`src/rtl/seg_capture.sv`:
```
// seg_capture
// Recovers the digits shown on a multiplexed, active-low 4-digit
// 7-segment display by watching its anode and segment lines.
//
// Each anode/segment pattern must hold for STABLE_CYCLES identical
// synchronized samples before it is accepted. The accepted digit is
// decoded and written into a shadow frame. Once all four digits are
// present, the shadow frame is published on value/digit_err. The
// publish is marked by a one-cycle frame_valid pulse.
//
// Ports:
//   clk          rising-edge clock
//   rst_n        asynchronous active-low reset (released synchronously)
//   an_in[3:0]   digit enables, active-low, bit i selects digit i
//   seg_in[6:0]  segments a..g on bits 6..0, active-low
//   value[15:0]  last completed frame, digit i in bits [4i+3:4i]
//   digit_err    per-digit illegal-pattern flags for that frame
//   frame_valid  one-cycle pulse when value/digit_err update
module seg_capture #(
  parameter int unsigned STABLE_CYCLES = 4
) (
  input  logic        clk,
  input  logic        rst_n,
  input  logic [3:0]  an_in,
  input  logic [6:0]  seg_in,
  output logic [15:0] value,
  output logic [3:0]  digit_err,
  output logic        frame_valid
);

  localparam logic [1:0] ST_SETTLE  = 2'd0;
  localparam logic [1:0] ST_HELD    = 2'd1;
  localparam logic [1:0] ST_INVALID = 2'd2;

  localparam logic [7:0] CNT_MAX = 8'(STABLE_CYCLES);
  // A capture fires on the edge where the counter moves from here to STABLE_CYCLES-1.
  localparam logic [7:0] CNT_CAP = 8'(STABLE_CYCLES - 2);

  // Reset is asserted asynchronously but released on a clock edge.
  // This keeps every state flop leaving reset in the same cycle.
  logic rst_meta_q, rst_meta_d;
  logic rst_sync_q, rst_sync_d;

  always_comb begin
    rst_meta_d = 1'b1;
    rst_sync_d = rst_meta_q;
  end

  always_ff @(posedge clk or negedge rst_n) begin
    if (!rst_n) begin
      rst_meta_q <= 1'b0;
      rst_sync_q <= 1'b0;
    end else begin
      rst_meta_q <= rst_meta_d;
      rst_sync_q <= rst_sync_d;
    end
  end

  logic [3:0]  an_s1_q, an_s1_d, an_s2_q, an_s2_d, an_prev_q, an_prev_d;
  logic [6:0]  seg_s1_q, seg_s1_d, seg_s2_q, seg_s2_d, seg_prev_q, seg_prev_d;
  logic [7:0]  cnt_q, cnt_d;
  logic [1:0]  state_q, state_d;
  logic [3:0]  seen_q, seen_d;
  logic [15:0] shadow_val_q, shadow_val_d;
  logic [3:0]  shadow_err_q, shadow_err_d;
  logic        commit_q, commit_d;
  logic [15:0] value_q, value_d;
  logic [3:0]  digit_err_q, digit_err_d;
  logic        frame_valid_q, frame_valid_d;

  logic        sample_chg;
  logic        one_hot;
  logic [1:0]  dig_sel;
  logic        capture;
  logic [3:0]  dec_nib;
  logic        dec_err;

  // Segment decode of the synchronized sample; anything unknown maps to E.
  always_comb begin
    dec_nib = 4'hE;
    dec_err = 1'b1;
    case (seg_s2_q)
      7'h01: begin dec_nib = 4'h0; dec_err = 1'b0; end
      7'h4F: begin dec_nib = 4'h1; dec_err = 1'b0; end
      7'h12: begin dec_nib = 4'h2; dec_err = 1'b0; end
      7'h06: begin dec_nib = 4'h3; dec_err = 1'b0; end
      7'h4C: begin dec_nib = 4'h4; dec_err = 1'b0; end
      7'h24: begin dec_nib = 4'h5; dec_err = 1'b0; end
      7'h20: begin dec_nib = 4'h6; dec_err = 1'b0; end
      7'h0F: begin dec_nib = 4'h7; dec_err = 1'b0; end
      7'h00: begin dec_nib = 4'h8; dec_err = 1'b0; end
      7'h04: begin dec_nib = 4'h9; dec_err = 1'b0; end
      7'h7F: begin dec_nib = 4'hF; dec_err = 1'b0; end
      default: ;
    endcase
  end

  // Only a single low anode bit names a digit; every other pattern is invalid.
  always_comb begin
    one_hot = 1'b1;
    dig_sel = 2'd0;
    case (an_s2_q)
      4'b1110: dig_sel = 2'd0;
      4'b1101: dig_sel = 2'd1;
      4'b1011: dig_sel = 2'd2;
      4'b0111: dig_sel = 2'd3;
      default: one_hot = 1'b0;
    endcase
  end

  always_comb begin
    an_s1_d    = an_in;
    seg_s1_d   = seg_in;
    an_s2_d    = an_s1_q;
    seg_s2_d   = seg_s1_q;
    an_prev_d  = an_s2_q;
    seg_prev_d = seg_s2_q;

    sample_chg = (an_s2_q != an_prev_q) || (seg_s2_q != seg_prev_q);

    // The counter saturates, so it passes CNT_CAP at most once per stable period.
    cnt_d = cnt_q;
    if (sample_chg) begin
      cnt_d = 8'd0;
    end else if (cnt_q != CNT_MAX) begin
      cnt_d = cnt_q + 8'd1;
    end

    capture = (state_q == ST_SETTLE) && !sample_chg && (cnt_q == CNT_CAP) && one_hot;

    state_d = state_q;
    if (!one_hot) begin
      state_d = ST_INVALID;
    end else begin
      case (state_q)
        ST_SETTLE:  if (capture) state_d = ST_HELD;
        ST_HELD:    if (sample_chg) state_d = ST_SETTLE;
        ST_INVALID: state_d = ST_SETTLE;
        default:    state_d = ST_SETTLE;
      endcase
    end

    // A commit clears seen first, so a capture landing in the commit cycle
    // becomes the first digit of the next frame. The publish below reads the
    // old shadow registers, not this cycle's write.
    seen_d       = commit_q ? 4'h0 : seen_q;
    shadow_val_d = shadow_val_q;
    shadow_err_d = shadow_err_q;
    if (capture) begin
      seen_d[dig_sel]                    = 1'b1;
      shadow_val_d[{dig_sel, 2'b00} +: 4] = dec_nib;
      shadow_err_d[dig_sel]              = dec_err;
    end
    commit_d = capture && (seen_d == 4'hF);

    value_d       = commit_q ? shadow_val_q : value_q;
    digit_err_d   = commit_q ? shadow_err_q : digit_err_q;
    frame_valid_d = commit_q;
  end

  always_ff @(posedge clk or negedge rst_sync_q) begin
    if (!rst_sync_q) begin
      an_s1_q       <= 4'hF;
      seg_s1_q      <= 7'h7F;
      an_s2_q       <= 4'hF;
      seg_s2_q      <= 7'h7F;
      an_prev_q     <= 4'hF;
      seg_prev_q    <= 7'h7F;
      cnt_q         <= 8'd0;
      state_q       <= ST_SETTLE;
      seen_q        <= 4'h0;
      shadow_val_q  <= 16'h0000;
      shadow_err_q  <= 4'h0;
      commit_q      <= 1'b0;
      value_q       <= 16'h0000;
      digit_err_q   <= 4'h0;
      frame_valid_q <= 1'b0;
    end else begin
      an_s1_q       <= an_s1_d;
      seg_s1_q      <= seg_s1_d;
      an_s2_q       <= an_s2_d;
      seg_s2_q      <= seg_s2_d;
      an_prev_q     <= an_prev_d;
      seg_prev_q    <= seg_prev_d;
      cnt_q         <= cnt_d;
      state_q       <= state_d;
      seen_q        <= seen_d;
      shadow_val_q  <= shadow_val_d;
      shadow_err_q  <= shadow_err_d;
      commit_q      <= commit_d;
      value_q       <= value_d;
      digit_err_q   <= digit_err_d;
      frame_valid_q <= frame_valid_d;
    end
  end

  assign value       = value_q;
  assign digit_err   = digit_err_q;
  assign frame_valid = frame_valid_q;

endmodule

```
`config.mk`:
```
export PLATFORM = sky130hd
export DESIGN_NAME = seg_capture
export DESIGN_NICKNAME = d
export VERILOG_FILES = /design/src/rtl/seg_capture.sv
export SDC_FILE = /design/constraint.sdc
export NUM_CORES = 1
export LEC_CHECK = 0
export CAP_MARGIN = 15
export CORE_ASPECT_RATIO = 0.9
export CORE_UTILIZATION = 40
export DETAILED_ROUTE_END_ITERATION = 8
export PLACE_DENSITY = 0.62
export REMOVE_ABC_BUFFERS = 1
export SLEW_MARGIN = 5
export SYNTH_ARGS = -nofsm -noshare
export SYNTH_HDL_FRONTEND = slang
export SYNTH_SLANG_ARGS = --single-unit
```
`constraint.sdc`:
```
create_clock -name clk -period 2.45 [get_ports clk]
set_input_delay 0.3675 -clock clk [delete_from_list [all_inputs] [get_ports clk]]
set_output_delay 0.3675 -clock clk [all_outputs]
set_load 0.02 [all_outputs]
```
==> impl_metrics.tcl <==
set metrics [dict create \
    status "complete, no violations" \
    crit_arrival_ns 2.59 \
    power.switching_w 0.0006418 \
    drt_iter0_markers 99 \
    drt_wl_total_mm 6.362 \
    die_h_um 94.83 \
    hold_viol 0 \
    clock_path_buffers 2 \
    cts_tree "yes" \
    htree_levels 3 \
    drive_gt1_share_pct 33.43 \
    crit_required_ns 2.70 \
    final-max-slew-violation-count 0 \
    num_antenna_cells 0 \
    max_freq_mhz 426.9 \
    startpoint_type "flip-flop" \
    cts_inserted_buffers 9 \
    p_clk_share_pct 34.7 \
    netlist_instances 291 \
    leakage_nw 1.963 \
    num_rows 33 \
    final_nets 354 \
    dieArea_um2 9971 \
    regToRegStartpoint "cnt_q[0]$_DFFE_PN0P_" \
    initial_utilization_pct 41.60 \
    synth_ff_type "dfrtp_1" \
    yosysTopAreaCell "dfrtp_1" \
    synth_seq_cells 91 \
    crit_path_end_kind "flip-flop" \
    coreArea_um2 9208 \
    drc 0 \
    area_growth_syn_to_layout_pct 18.20 \
    ir_drop_v 0.0003363 \
    vias 2247 \
    clockRootBuffer "clkbuf_8" \
    hpwl_mm 4.423 \
    clkSinkCount 91 \
    dpl_worst_slack_ns 0.05118 \
    place.gp.congestion 0.7895 \
    combinationalPowerShare_pct 4.7 \
    yosys_warnings 0 \
    holdBufCountCts 0 \
    ys_seq_area_share_pct 60.54 \
    fin_crit_ns 2.342 \
    place_area_um2 4327 \
    maxCapViolCount 0 \
    grt_use_total_pct 14.32 \
    skew_ns 0.009620 \
    cp_max_fo 7 \
    p_per_area_nw_per_um2 581.9 \
    async_flop_share_pct 100.0 \
    slew_headroom_pct 55.55 \
    clk_pin_slew_ns 0.09 \
    yosysUniqueCellTypes 50 \
    first_pass_iters 4 \
    antenna_found_initial 0 \
    insertion_delay_ns 0.36 \
    die_w_um 105.1 \
    timing.final.ws_setup_ns 0.1076 \
    grt_max_degree 56 \
    final_area_um2 4527 \
    grt-ovfl-total 0 \
    rrSetupSlack_ns 0.11 \
    worst_pin_slew_ns 0.6597 \
    yosys-top-cells-area "dfrtp_1 38%, dfstp_2 23%, mux2_2 10%" \
    syn_avg_cell_area_um2 13.16 \
    internal_power_w 0.001992 \
    synth-edff-count 0 \
    netlist_area_um2 3830 \
    power.share.switching_pct 24.36 \
    io_buffers 33 \
    grt_pass1_vias 2248 \
    grt_pass1_wl_mm 11.06 \
    setup_violations 0 \
    min_path_type "in2async" \
    io_pins 34 \
    rsz0062_at_grt "no" \
    routedWlPerCell_um 13.83 \
    p_seq_share_pct 60.6 \
    reg2reg_depth 7 \
    crit_type "reg2reg" \
    vias_per_cell 4.885 \
    r2r_end "shadow_val_q[10]$_DFFE_PN0P_" \
    netlist.area_leader.share_pct 37.90 \
    antenna_left 0 \
    period_share_pct 95.61 \
]
-- cell families (layout without fill, tap and decap cells) --
family | count (synthesis) | count (layout) | synth area share [%]
multiplexers | 38 | 38 | 11.07
AND/OR/NAND/NOR | 83 | 83 | 13.03
adder cells (fa/ha/maj) | 8 | 8 | 2.614
buffers and inverters | 21 | 68 | 2.613
AO/OA/AOI/OAI | 29 | 29 | 5.456
XOR/XNOR | 20 | 20 | 4.573
flip-flops | 91 | 91 | 60.54
other | 1 | 1 | 0.09791
-- critical path: stages, from the launching register on --
cell and delay, ns:
dfrtp_1 0.38, inv_1 0.12, ha_1 0.15, or4b_4 0.46, nor3_4 0.32, o211ai_1 0.23, nor2_4 0.21, mux2_2 0.36
-- power groups by stage --
| stage | sequential (W) | clock, W | combinational (W) |
|---|---|---|---|
| global route | 0.00160 | 0.00101 | 0.000141 |
| detailed placement | 0.00163 | 0 | 0.000125 |
| global placement | 0.00162 | 0 | 0.000123 |
| finish | 0.00160 | 0.000913 | 0.000125 |
| floorplan | 0.00163 | 0 | 0.0000622 |
| CTS | 0.00160 | 0.000951 | 0.000126 |
-- per-stage QoR --
stage          cells  utilization, %  power, W  TNS, ns  hold slack (ns)
6_report         460           49.16  0.002634        0           0.1608
4_1_cts          458           48.88  0.002674        0           0.1464
3_3_place_gp     442           46.99  0.001746        0           0.2816
2_1_floorplan    278               -  0.001687   -12.02          0.07191
3_5_place_dp     442           46.99  0.001751        0           0.2868
5_1_grt          460           49.16  0.002757        0           0.1548
-- sequential cells by signal, summed over array words and instances (netlist names) --
register and cells:
shadow_val_q 16, value 16, cnt_q 8, seg_prev_d 7, seg_prev_q 7, seg_s1_q 7
an_prev_d 4, an_prev_q 4, an_s1_q 4, digit_err 4, seen_q 4, shadow_err_q 4
state_q 2, commit_q 1, frame_valid 1, rst_meta_q 1, rst_sync_q 1
-- placed cells by master, fill, tap and decap left out, types with 2 or more instances in the layout --
cell | synthesis | layout
nor2_1 | 21 | 21
inv_6 | 0 | 3
dfstp_2 | 33 | 33
o21ai_0 | 8 | 8
dfrtp_1 | 58 | 57
nand3_1 | 13 | 12
o31ai_1 | 4 | 4
clkdlybuf4s50_1 | 0 | 33
nor4_2 | 2 | 2
mux2i_1 | 3 | 3
nor4_1 | 5 | 5
nor3_1 | 3 | 3
clkbuf_8 | 0 | 9
buf_4 | 2 | 10
nor3b_1 | 2 | 2
or2_2 | 4 | 4
mux2_2 | 35 | 35
a2111oi_0 | 2 | 2
ha_1 | 8 | 8
inv_1 | 7 | 7
nor2_4 | 3 | 3
and4_1 | 3 | 3
xor2_1 | 16 | 16
o211ai_1 | 3 | 3
nand2b_1 | 3 | 3
nand2_1 | 6 | 6
o22ai_1 | 3 | 3
xnor2_1 | 4 | 4
nor2b_1 | 4 | 3
and3_1 | 4 | 4
a21oi_1 | 3 | 3
-- what timing repair did --
action,in CTS,in global routing
setup endpoints to repair,0,15
hold endpoints to repair,0,0
setup buffers,0,2
gates resized for setup,0,3
-- per-layer routing --
layer / routed length, um / share of wire (%) / global-route usage (%)
met5: 0 / 0 / 0
met4: 81 / 1.3 / 5.869
met3: 250 / 3.9 / 3.520
met2: 2847 / 45 / 21.69
met1: 3183 / 50 / 19.80
-- synth_stat cells, drive strengths merged, types with 6 or more instances --
library cell	count
nand2	6
nor2	25
xor2	16
buf	6
ha	8
mux2	35
dfstp	33
nand3	13
clkbuf	7
dfrtp	58
o21ai	8
nor4	7
inv	7
-- how the worst max path moves through the flow --
stage / start / end / slack, ns / cells after the start
after floorplan: rst_sync_q$_DFF_PN0_ / cnt_q[0]$_DFFE_PN0P_ / -0.21 / 0
after global placement: an_prev_d[3]$_DFF_PN1_ / shadow_val_q[5]$_DFFE_PN0P_ / 0.1 / 7
after detailed placement: an_prev_d[3]$_DFF_PN1_ / shadow_val_q[8]$_DFFE_PN0P_ / 0.05 / 7
after CTS: an_prev_d[3]$_DFF_PN1_ / shadow_val_q[8]$_DFFE_PN0P_ / 0.03 / 7
after global routing: cnt_q[0]$_DFFE_PN0P_ / shadow_val_q[9]$_DFFE_PN0P_ / 0.001 / 7
final: cnt_q[0]$_DFFE_PN0P_ / shadow_val_q[10]$_DFFE_PN0P_ / 0.11 / 7
-- cell type report --
class	count	area, um2
fill	817	4681
clock buffer	10	127.6
tap	122	152.6
clock inverter	6	46.29
timing repair buffer	44	425.4
sequential	91	2322
inverter	8	30.03
multi-input combinational	179	1423
Note: power is estimated with default switching activity, not from simulation.
